### src/rtl/wb_ram_arbiter.sv
// Two-master to one-slave Wishbone arbiter for a shared RAM. Grants are round-robin
// and held for the whole cycle. A forced idle cycle between owners restarts any burst.
module wb_ram_arbiter #(
   parameter int aw = 32,
   parameter int dw = 32
) (
   input  logic          wb_clk_i,
   input  logic          wb_rst_i,
   input  logic [aw-1:0] m0_adr_i,
   input  logic [dw-1:0] m0_dat_i,
   input  logic [3:0]    m0_sel_i,
   input  logic          m0_we_i,
   input  logic [2:0]    m0_cti_i,
   input  logic [1:0]    m0_bte_i,
   input  logic          m0_cyc_i,
   input  logic          m0_stb_i,
   output logic [dw-1:0] m0_dat_o,
   output logic          m0_ack_o,
   output logic          m0_err_o,
   input  logic [aw-1:0] m1_adr_i,
   input  logic [dw-1:0] m1_dat_i,
   input  logic [3:0]    m1_sel_i,
   input  logic          m1_we_i,
   input  logic [2:0]    m1_cti_i,
   input  logic [1:0]    m1_bte_i,
   input  logic          m1_cyc_i,
   input  logic          m1_stb_i,
   output logic [dw-1:0] m1_dat_o,
   output logic          m1_ack_o,
   output logic          m1_err_o,
   output logic [aw-1:0] s_adr_o,
   output logic [dw-1:0] s_dat_o,
   output logic [3:0]    s_sel_o,
   output logic          s_we_o,
   output logic [2:0]    s_cti_o,
   output logic [1:0]    s_bte_o,
   output logic          s_cyc_o,
   output logic          s_stb_o,
   input  logic [dw-1:0] s_dat_i,
   input  logic          s_ack_i,
   input  logic          s_err_i,
   output logic [1:0]    gnt_o
);

   typedef enum logic [1:0] {IDLE, GRANT0, GRANT1} state_t;

   state_t state_q, state_d;
   logic   last_owner_q, last_owner_d;

   always_ff @(posedge wb_clk_i or posedge wb_rst_i) begin
      if (wb_rst_i) begin
         state_q      <= IDLE;
         last_owner_q <= 1'b1;
      end else begin
         state_q      <= state_d;
         last_owner_q <= last_owner_d;
      end
   end

   always_comb begin
      state_d      = state_q;
      last_owner_d = last_owner_q;
      case (state_q)
         IDLE: begin
            if (m0_cyc_i && m1_cyc_i) begin
               state_d      = last_owner_q ? GRANT0 : GRANT1;
               last_owner_d = ~last_owner_q;
            end else if (m0_cyc_i) begin
               state_d      = GRANT0;
               last_owner_d = 1'b0;
            end else if (m1_cyc_i) begin
               state_d      = GRANT1;
               last_owner_d = 1'b1;
            end
         end
         // Release always passes through IDLE, never straight to the other owner.
         GRANT0:  if (!m0_cyc_i) state_d = IDLE;
         GRANT1:  if (!m1_cyc_i) state_d = IDLE;
         default: state_d = IDLE;
      endcase
   end

   always_comb begin
      s_adr_o  = '0;
      s_dat_o  = '0;
      s_sel_o  = '0;
      s_we_o   = 1'b0;
      s_cti_o  = '0;
      s_bte_o  = '0;
      s_cyc_o  = 1'b0;
      s_stb_o  = 1'b0;
      m0_ack_o = 1'b0;
      m0_err_o = 1'b0;
      m1_ack_o = 1'b0;
      m1_err_o = 1'b0;
      gnt_o    = 2'b00;
      case (state_q)
         GRANT0: begin
            gnt_o    = 2'b01;
            s_adr_o  = m0_adr_i;
            s_dat_o  = m0_dat_i;
            s_sel_o  = m0_sel_i;
            s_we_o   = m0_we_i & m0_cyc_i;
            s_cti_o  = m0_cti_i;
            s_bte_o  = m0_bte_i;
            s_cyc_o  = m0_cyc_i;
            s_stb_o  = m0_stb_i & m0_cyc_i;
            m0_ack_o = s_ack_i;
            m0_err_o = s_err_i;
         end
         GRANT1: begin
            gnt_o    = 2'b10;
            s_adr_o  = m1_adr_i;
            s_dat_o  = m1_dat_i;
            s_sel_o  = m1_sel_i;
            s_we_o   = m1_we_i & m1_cyc_i;
            s_cti_o  = m1_cti_i;
            s_bte_o  = m1_bte_i;
            s_cyc_o  = m1_cyc_i;
            s_stb_o  = m1_stb_i & m1_cyc_i;
            m1_ack_o = s_ack_i;
            m1_err_o = s_err_i;
         end
         default: ;
      endcase
   end

   assign m0_dat_o = s_dat_i;
   assign m1_dat_o = s_dat_i;

endmodule

### config.mk
export PLATFORM = sky130hd
export DESIGN_NAME = wb_ram_arbiter
export DESIGN_NICKNAME = d
export VERILOG_FILES = /design/src/rtl/wb_ram_arbiter.sv
export SDC_FILE = /design/constraint.sdc
export NUM_CORES = 1
export LEC_CHECK = 0
export CORE_AREA = 4 4 127 129
export CTS_CLUSTER_DIAMETER = 40
export DETAILED_ROUTE_END_ITERATION = 10
export DIE_AREA = 0 0 131 133
export GPL_ROUTABILITY_DRIVEN = 0
export GPL_TIMING_DRIVEN = 0
export SLEW_MARGIN = 25
export SYNTH_ARGS = -nofsm -noshare
export SYNTH_HDL_FRONTEND = slang
export SYNTH_SLANG_ARGS = --single-unit
### constraint.sdc
create_clock -name wb_clk_i -period 2.54 [get_ports wb_clk_i]
set_input_delay 0.508 -clock wb_clk_i [delete_from_list [all_inputs] [get_ports wb_clk_i]]
set_output_delay 0.508 -clock wb_clk_i [all_outputs]
set_load 0.05 [all_outputs]
==> metrics.txt <==
status=completed; DRT Pass-1 Iters=4; Die Wd=between 100 and 150 um; Worst R2R Start=state_q[1]; min cycle time layout=approximately 2.4 ns; CP max FO=10; fraction of layout cells with a size suffix above 1=31.77%; remaining antenna violation count=0; row count=45; TritonCTS Buffers=3; Seq cells post-synth=3; r2r setup slk=about 0.97 ns; most common cell after layout, fill and taps aside=clkdlybuf4s50_1; die area=0.01742 mm^2; commonest non-fill, non-tap cells in the layout=221 x clkdlybuf4s50_1, 106 x buf_4, 72 x a22oi_1, 71 x nor2b_1, 35 x buf_2; GRT Total Usage=12.85%; met3 usage=between 4 and 5%; syn nets=around 460; pwr dens=approximately 950 mW/mm^2; Primary FF master, synth=dfrtp_1; first-pass GRT wire length=17710 um; number of synthesized flops with an enable pin=0; Syn Inst Count=around 270; Die Height=133 um; number of max-cap violations=0; Clock Latency Late Sink=about 0.22 ns; vias in the first global route=between 3000 and 4000; Worst Max-Slew Pin Slew=between 0.5 and 0.6 ns; final hold vios=0; initial antenna violation count=0; clock tree buffer depth=2; WHS=about 0.45 ns; CP required=roughly 2 ns; Global Route met2 Usage=between 20% and 30%; global-route met1 utilization=12.94%; library cells used by synthesis=22; Setup-failing EPs final=0; total number of vias=3144; overall power=roughly 4.8 mW; P&R area growth vs syn=160.4%; Root Buffer=clkbuf_16; Core Util, Final=between 30% and 40%; IO Pins=334; critical path endpoint category=output port; Post-synth ARST share=between 90% and 100%; startpoint types=register; DR WL/cell=around 16 um; Achievable Freq=just over 400 MHz; drt initial violations=61; Layout Nets=770; buffers added on ports=around 300; post-DP HPWL=10860 um; worst reg2reg path depth=8; clock-pin slew of the registers on the worst-case setup and hold paths=~0.03 ns; worst vdd ir=between 0.0003 and 0.0004 V; DR vias/cell=around 4.1; Mean Syn Cell Area=slightly above 7 um^2; Tcrit/Tclk final=between 90% and 100%; YS warnings=0; largest net degree at the start of global routing=11; Initial Util=about an eighth; crit path from=state_q[0]; Most Used Layer, Global Route=met2; clk_skew=between 0.0002 and 0.00025 ns; grt total ovfl=0; DRC viols=0; Slew headroom=65.83%; R2R Path End=state_q[0]; WL final=between 10000 and 15000 um; synthesized area=0.001956 mm^2; Worst Path Arrival=1.91 ns; Hold Crit Class=in2async; post-CTS setup buffer count=0; CTS tree=built; core area=about 0.015 mm^2; type of the worst setup path=reg2out; sinks on the clock net=3; RSZ-0062 raised after global routing=false; ANT cells=0; leakage=approximately 2.1 nW; Pins Over Slew Limit=0; htree depth=1; Seq/Total Area, Yosys=slightly below 4%
-- power breakdown --
group          leakage [nW]  total, mW  internal [mW]  switching (mW)
sequential           0.0361     0.0988         0.0757          0.0231
combinational          2.06       4.50           1.65            2.85
clock                0.0382      0.253          0.207          0.0455
total                  2.14       4.85           1.93            2.92
-- logic make-up (layout without fill, tap and decap cells) --
logic type      after synthesis  in the layout  share of synthesized area, %
flops                         3              3                         3.903
mux                           1              1                        0.7675
fa+ha+maj                     5              5                         3.199
compound gates               82             82                         31.67
simple gates                 84             84                         26.42
buf+inv                      96            401                         34.04
-- Yosys cell counts, drive strengths merged, types with 2 or more instances --
cell type | n | area [um^2]
a21boi | 3 | 22.52
a21oi | 2 | 10.01
a22oi | 74 | 560.5
and2 | 4 | 25.02
buf | 82 | 611.8
clkbuf | 8 | 31.28
dfrtp | 2 | 50.05
ha | 5 | 62.56
inv | 5 | 18.77
nand3 | 5 | 25.02
nor2b | 74 | 462.9
-- layout make-up --
class | instances | area, um^2
Fill cell | 1580 | 9941
Timing Repair Buffer | 301 | 2771
Multi-Input combinational cell | 172 | 1229
Buffer | 90 | 679.4
Tap cell | 188 | 235.2
Clock buffer | 4 | 78.83
Sequential cell | 3 | 76.32
Inverter | 6 | 22.52
-- critical path, cell delays in order (launching register included) --
cell	delay, ns
dfrtp_1	0.41
inv_2	0.08
ha_1	0.19
buf_4	0.16
buf_6	0.15
buf_4	0.18
a22oi_1	0.24
nor2b_1	0.10
buf_6	0.16
-- sequential cells by signal (all words and copies together), names as in the netlist --
name,cells
last_owner_q,1
state_q,2
-- through the flow --
| stage | setup WS, ns | instances | cell area, um^2 | TNS (ns) |
|---|---|---|---|---|
| final | 0.1231 | 764 | 5092 | 0 |
| after global routing | 0.001750 | 764 | 5092 | 0 |
| after CTS | -0.003541 | 764 | 5211 | -0.003541 |
| after detailed placement | -0.8432 | 760 | 5204 | -35.35 |
| after global placement | -0.7839 | 760 | 5204 | -32.65 |
| after floorplan | 0.1374 | 271 | 1956 | 0 |
-- repair_timing --
action | 4_1_cts | 5_1_grt
cloned | 0 | 0
endpoints found under the setup margin | 80 | 79
hold buffers | 0 | 0
gates resized for setup | 388 | 79
-- worst max path at each step --
stage | end
global placement | s_dat_o[28]
finish | s_dat_o[13]
CTS | m0_err_o
floorplan | s_stb_o
global route | s_bte_o[0]
detailed placement | s_dat_o[30]
-- routing by layer --
layer | part of all wire, % | vias up
met5 | 0 | -
met4 | 0.63 | 0
li1 | - | 1494
met3 | 12 | 6
met2 | 54 | 217
met1 | 33 | 1427
Power figures use the tool's default switching activity.
